[config.mk]
export PLATFORM = sky130hd
export DESIGN_NAME = display_scan_ctrl
export DESIGN_NICKNAME = d
export VERILOG_FILES = /design/src/rtl/display_pkg.sv /design/src/rtl/scan_slot_timer.sv /design/src/rtl/display_scan_ctrl.sv
export SDC_FILE = /design/constraint.sdc
export NUM_CORES = 1
export LEC_CHECK = 0
export BUFFER_PORTS_ARGS = -buffer_cell sky130_fd_sc_hd__buf_4
export CORE_AREA = 3 3 72 74
export DETAILED_ROUTE_END_ITERATION = 10
export DIE_AREA = 0 0 75 77
export PLACE_DENSITY = 0.72
export SKIP_CTS_REPAIR_TIMING = 1
export SLEW_MARGIN = 20
export SYNTH_ARGS = -nofsm -noshare
export SYNTH_HDL_FRONTEND = slang
export SYNTH_SLANG_ARGS = --single-unit
[constraint.sdc]
create_clock -name clk -period 2.5 [get_ports clk]
set_input_delay 0.125 -clock clk [delete_from_list [all_inputs] [get_ports clk]]
set_output_delay 0.125 -clock clk [all_outputs]
set_load 0.05 [all_outputs]
[src/rtl/display_pkg.sv]
// display_pkg: shared constants, scan state type and anode lookup
// for the scoreboard 7-segment display blocks.
package display_pkg;

  // Active-low common-anode digit enables.
  localparam logic [3:0] AN_D0  = 4'b0111;
  localparam logic [3:0] AN_D1  = 4'b1011;
  localparam logic [3:0] AN_D2  = 4'b1101;
  localparam logic [3:0] AN_D3  = 4'b1110;
  localparam logic [3:0] AN_OFF = 4'b1111;

  // Nibble the segment decoder renders as all segments off.
  localparam logic [3:0] BCD_BLANK = 4'hF;

  typedef enum logic [1:0] {
    IDLE  = 2'd0,
    BLANK = 2'd1,
    ON    = 2'd2
  } scan_state_e;

  function automatic logic [3:0] an_code(
    input logic [1:0] idx
  );
    logic [3:0] code;
    code = AN_OFF;
    unique case (idx)
      2'd0: code = AN_D0;
      2'd1: code = AN_D1;
      2'd2: code = AN_D2;
      2'd3: code = AN_D3;
      default: code = AN_OFF;
    endcase
    return code;
  endfunction

endpackage

[src/rtl/scan_slot_timer.sv]
// scan_slot_timer: per-slot cycle counter with strobes marking the
// end of the dark lead-in and the end of the whole slot.
//
// Ports:
//   clk_i       system clock
//   rst_ni      asynchronous active-low reset
//   clr_i       synchronous clear, holds the count at zero
//   blank_end_o count is on the last dark cycle of the slot
//   slot_end_o  count is on the last cycle of the slot
module scan_slot_timer #(
  parameter int SLOT_CYCLES  = 50000,
  parameter int BLANK_CYCLES = 16
) (
  input  logic clk_i,
  input  logic rst_ni,
  input  logic clr_i,
  output logic blank_end_o,
  output logic slot_end_o
);

  localparam int CW =
    (SLOT_CYCLES > 1) ? $clog2(SLOT_CYCLES) : 1;

  localparam logic [CW-1:0] BLANK_LAST =
    CW'(BLANK_CYCLES - 1);
  localparam logic [CW-1:0] SLOT_LAST =
    CW'(SLOT_CYCLES - 1);

  logic [CW-1:0] cnt_q;
  logic [CW-1:0] cnt_d;

  assign blank_end_o = (cnt_q == BLANK_LAST);
  assign slot_end_o  = (cnt_q == SLOT_LAST);

  // The count wraps on its own at slot end so the
  // controller only has to steer the state.
  always_comb begin
    cnt_d = cnt_q + 1'b1;
    if (clr_i || slot_end_o) begin
      cnt_d = '0;
    end
  end

  always_ff @(posedge clk_i or negedge rst_ni) begin
    if (!rst_ni) begin
      cnt_q <= '0;
    end else begin
      cnt_q <= cnt_d;
    end
  end

endmodule

[src/rtl/display_scan_ctrl.sv]
// display_scan_ctrl: time-multiplexed refresh of the 4-digit
// scoreboard, one digit per slot, with dark gaps and frame snapshots.
//
// Ports:
//   clk        system clock
//   reset_n    asynchronous active-low reset
//   enable     1 = scanning, 0 = display dark
//   lz_blank   suppress a zero tens digit for either team
//   score_a    team A score {tens, units} in BCD
//   score_b    team B score {tens, units} in BCD
//   anodo      active-low digit enables
//   bcd        nibble for the lit digit, 4'hF = blank
//   digit_idx  current slot index
//   frame_done one-cycle pulse after the digit-3 slot
module display_scan_ctrl
  import display_pkg::*;
#(
  parameter int SLOT_CYCLES  = 50000,
  parameter int BLANK_CYCLES = 16
) (
  input  logic       clk,
  input  logic       reset_n,
  input  logic       enable,
  input  logic       lz_blank,
  input  logic [7:0] score_a,
  input  logic [7:0] score_b,
  output logic [3:0] anodo,
  output logic [3:0] bcd,
  output logic [1:0] digit_idx,
  output logic       frame_done
);

  scan_state_e state_q;
  scan_state_e state_d;
  logic [1:0]  idx_q;
  logic [1:0]  idx_d;
  logic [7:0]  snap_a_q;
  logic [7:0]  snap_a_d;
  logic [7:0]  snap_b_q;
  logic [7:0]  snap_b_d;
  logic [3:0]  anodo_q;
  logic [3:0]  anodo_d;
  logic [3:0]  bcd_q;
  logic [3:0]  bcd_d;
  logic        fd_q;
  logic        fd_d;

  logic        timer_clr;
  logic        blank_end;
  logic        slot_end;
  logic        snap_load;
  logic [3:0]  nib;
  logic        lz_hit;
  logic        bad_bcd;
  logic        lit;

  assign timer_clr = !enable || (state_q == IDLE);

  scan_slot_timer #(
    .SLOT_CYCLES  (SLOT_CYCLES),
    .BLANK_CYCLES (BLANK_CYCLES)
  ) u_timer (
    .clk_i       (clk),
    .rst_ni      (reset_n),
    .clr_i       (timer_clr),
    .blank_end_o (blank_end),
    .slot_end_o  (slot_end)
  );

  // Sequencing. Dropping enable wins over everything and
  // never produces a frame_done pulse.
  always_comb begin
    state_d   = state_q;
    idx_d     = idx_q;
    snap_load = 1'b0;
    fd_d      = 1'b0;
    if (!enable) begin
      state_d = IDLE;
      idx_d   = 2'd0;
    end else begin
      unique case (state_q)
        IDLE: begin
          state_d   = BLANK;
          idx_d     = 2'd0;
          snap_load = 1'b1;
        end
        BLANK: begin
          if (blank_end) begin
            state_d = ON;
          end
        end
        ON: begin
          if (slot_end) begin
            state_d = BLANK;
            idx_d   = idx_q + 2'd1;
            if (idx_q == 2'd3) begin
              fd_d      = 1'b1;
              snap_load = 1'b1;
            end
          end
        end
        default: begin
          state_d = IDLE;
          idx_d   = 2'd0;
        end
      endcase
    end
  end

  // Scores are sampled only at frame boundaries so a
  // frame is never a mix of old and new digits.
  always_comb begin
    snap_a_d = snap_a_q;
    snap_b_d = snap_b_q;
    if (snap_load) begin
      snap_a_d = score_a;
      snap_b_d = score_b;
    end
  end

  // Outputs are computed from next-state values so the
  // registered anode and nibble line up with the state
  // held in the same cycle and always change together.
  always_comb begin
    nib = BCD_BLANK;
    unique case (idx_d)
      2'd0: nib = snap_a_d[7:4];
      2'd1: nib = snap_a_d[3:0];
      2'd2: nib = snap_b_d[7:4];
      2'd3: nib = snap_b_d[3:0];
      default: nib = BCD_BLANK;
    endcase
  end

  assign lit     = (state_d == ON);
  assign bad_bcd = (nib > 4'd9);
  // Tens digits sit on even indices.
  assign lz_hit  = lz_blank && !idx_d[0]
                && (nib == 4'd0);

  always_comb begin
    anodo_d = AN_OFF;
    bcd_d   = BCD_BLANK;
    if (lit && !lz_hit) begin
      anodo_d = an_code(idx_d);
      if (!bad_bcd) begin
        bcd_d = nib;
      end
    end
  end

  always_ff @(posedge clk or negedge reset_n) begin
    if (!reset_n) begin
      state_q  <= IDLE;
      idx_q    <= 2'd0;
      snap_a_q <= 8'hFF;
      snap_b_q <= 8'hFF;
      anodo_q  <= AN_OFF;
      bcd_q    <= BCD_BLANK;
      fd_q     <= 1'b0;
    end else begin
      state_q  <= state_d;
      idx_q    <= idx_d;
      snap_a_q <= snap_a_d;
      snap_b_q <= snap_b_d;
      anodo_q  <= anodo_d;
      bcd_q    <= bcd_d;
      fd_q     <= fd_d;
    end
  end

  assign anodo      = anodo_q;
  assign bcd        = bcd_q;
  assign digit_idx  = idx_q;
  assign frame_done = fd_q;

endmodule

==> results.txt <==
I/O pin cnt -> 31
vias after detailed routing -> 1,632
status -> finished, violations left
power per cell area -> 501 nW/um^2
initial antenna violation count -> 0
drt pass-1 iters -> 4
Max clock buf depth -> 2
endpoints failing hold -> 0
number of inserted diodes -> 0
fill cell count -> 388
Die ar. -> 5780 sq um
met1 Track Usage GR -> 23.9%
met3 Use GR -> 4.06%
total global-route track usage -> 16.8%
Worst VDD drop -> 321 uV
Placed Cells -> 306
Net Sw Frac -> 24.9%
Post-Synthesis Cell Area -> 2300 sq um
post-synth net total -> 222
Crit path arrival time -> 2.82 ns
first-pass GRT wire length -> 7.54 mm
fin cells -> 320
CP peak stage delay -> 0.40 ns
max_cap viols -> 0
#FFs+latches synth -> 45
count of different cell masters after synthesis -> 41
share of cells above drive strength 1 -> 51.5%
Setup TNS Final -> -0.425 ns
failing checks -> setup timing
Area growth syn-to-layout -> 29.5%
Final nets -> 291
P_sw -> 0.372 mW
Core ar. -> 4660 sq um
number of synthesized flops with an enable pin -> 0
worst slew pin tran -> 0.635 ns
RePlAce Congestion -> 0.812
Max Freq -> 386 MHz
die height -> 77 um
clock power share -> 30.7%
Reg power frac -> 54.3%
total gr overflow -> 0
Design Power -> 1.49 mW
proportion of synthesized area in mux cells -> 15.9%
CTS tree -> built
Lkg Pwr -> 1.33 nW
final core utilization -> 63.9%
IO Port Bufs -> 30
CTS H-Tree Depth -> 2
Top cell by count, worst path -> mux2_4
chip width -> 75 um
post-synth top area cell -> dfstp_2
initial drt markers -> 90
sequential share of the synthesized area -> 50.3%
Post-Syn Area per Cell -> 11.7 sq um
Main synth FF type -> dfstp_2
vias in the first global route -> 1,624
Post-DRT Antenna Nets -> 0
Setup crit start kind -> register
post-layout min period -> 2.59 ns
largest net degree at the start of global routing -> 46
Critical Path End Type -> register
critical path's slowest cell -> dfrtp_1
GRT met2 Usage -> 25.3%
reg2reg setup slack -> -0.09 ns
main combinational cell family by area after synthesis -> simple AND/OR/NAND/NOR gates
worst rel slew slack -> 57.6%
CTS root buffer -> clkbuf_8
Gate power share -> 15.0%
CP cell instances -> buf_4, and4bb_1, nand4_2, mux2_4, a21oi_4, buf_6, mux2_4, mux2i_4, a41oi_4, o211ai_1
clk slew on worst S/H paths -> 0.09 ns
HP Class -> in -> reg
final-report max-slew violation count -> 0
Initial Util -> 49.3%
Vias/cell -> 5.10
CP max FO -> 7
Setup-failing EPs final -> 6
crit share post-route -> 104%
CTS sink count -> 45
required time of the critical path -> 2.73 ns
yosys warns -> 0
Compound-Gate Fraction of Synth Area -> 5.44%
Yosys top cell area share -> 27.4%
Setup Skew -> 0.00741 ns
Hold WS -> 0.0683 ns
clock insertion delay at the later pin of the skew report -> 0.30 ns
Num CTS Buffers -> 5
busiest grt layer -> met2
Internal -> 1.12 mW
Post-synth ARST share -> 100%
xor-xnor portion of the synthesized cell area -> 4.95%
DRT Wirelength -> 4.40 mm
critical path class -> reg -> reg
Cell Rows -> 25
# DRC -> 0
drt wl/cell -> 13.7 um
final setup margin -> -0.0938 ns
unrepaired setup endpoints after global routing -> true
Post-Synth Simple-Gate Area -> 16.8%
post-DP HPWL -> 3.26 mm
Post-Synthesis Cells -> 196
main area contributors after synthesis -> dfstp_2, dfrtp_1, mux2_2, mux2i_1, ha_1
post-synthesis adder-cell area fraction -> 3.26%
==> metrics by stage <==
step	cell area, sq um	setup WS (ns)
floorplan	2310	0.00383
global route	2980	-0.179
detailed placement	2800	-0.124
global placement	2800	-0.0765
CTS	2890	-0.164
finish	2980	-0.0938
==> path summary, 6_finish.rpt <==
| check | end | cells past startpoint | start |
|---|---|---|---|
| max | bcd[1] | 10 | u_timer.cnt_q[12] |
| min | snap_b_q[2] | 2 | score_b[2] |
| max reg2reg | bcd[1] | 10 | u_timer.cnt_q[12] |
| min reg2reg | u_timer.cnt_q[0] | 2 | u_timer.cnt_q[0] |
| max in group asynchronous | digit_idx[1] | 2 | reset_n |
| min in group asynchronous | frame_done | 2 | reset_n |
==> metal layers <==
metal	vias to the layer above	routed length [um]
met1	781	2110
li1	820	-
met3	5	128
met5	-	0
met4	0	47
met2	26	2110
==> placed cells by master, fill, tap and decap left out, drive strengths merged <==
cell,instances
or3,1
ha,6
nand3,15
o311a,1
and4b,1
o21bai,1
and4bb,1
nand3b,1
inv,12
nand2b,2
o31a,1
nand4,2
nand2,16
or2,2
a21oi,4
clkinv,1
xnor2,5
or4,1
xor2,8
nor2,20
clkbuf,5
buf,65
nor4,2
mux2,20
o211ai,2
dlygate4sd3,1
a21bo,1
dfrtp,21
a41oi,1
dfstp,24
o21ai,3
and3,6
mux2i,10
nor3,4
==> cell usage after synthesis, drive strengths merged (2+ instances only) <==
cell,number
dfstp,24
dfrtp,21
mux2,20
nor2,20
nand2,16
nand3,15
inv,10
mux2i,10
xor2,8
and3,6
ha,6
xnor2,5
a21oi,4
nor3,4
buf,3
o21ai,3
nand2b,2
nand4,2
nor4,2
o211ai,2
or2,2
==> state kept, by name, indices dropped and copies added (netlist names) <==
signal / count
frame_done: 1
anodo: 4
snap_b_q: 8
digit_idx: 2
state_q: 2
bcd: 4
snap_a_q: 8
u_timer.cnt_q: 16
==> layout make-up <==
type                            instances  area, sq um  share of cell area (%)
Clock inverter                          3         20.0                   0.672
Clock buffer                            5         68.8                    2.31
Multi-Input combinational cell        137         1100                    37.0
Sequential cell                        45         1160                    38.9
Inverter                               10         37.5                    1.26
Tap cell                               54         67.6                    2.27
Timing Repair Buffer                   66          526                    17.6
==> power by group through the flow <==
| stage | Sequential, mW | Clock (mW) | Combinational, mW |
|---|---|---|---|
| final | 0.811 | 0.459 | 0.223 |
| after global routing | 0.816 | 0.508 | 0.246 |
| after CTS | 0.811 | 0.469 | 0.209 |
| after detailed placement | 0.824 | 0 | 0.208 |
| after global placement | 0.821 | 0 | 0.204 |
| after floorplan | 0.820 | 0 | 0.135 |
==> critical path, delay by kind of cell, from the launching register on <==
family | cells | cell delay [ns]
multiplexers | 3 | 0.84
AO/OA/AOI/OAI | 3 | 0.62
flip-flops | 1 | 0.40
AND/OR/NAND/NOR | 2 | 0.38
buffers and inverters | 2 | 0.29
==> logic make-up (layout without fill, tap and decap cells) <==
family	after synthesis	count (layout)
xor gates and xnor gates	13	13
buffers and inverters	14	84
and+or+nand+nor	74	74
adders and majority gates	6	6
muxes	30	30
DFF	45	45
AOI/OAI and AO/OA	14	14
Note: power is estimated with default switching activity, not from simulation.
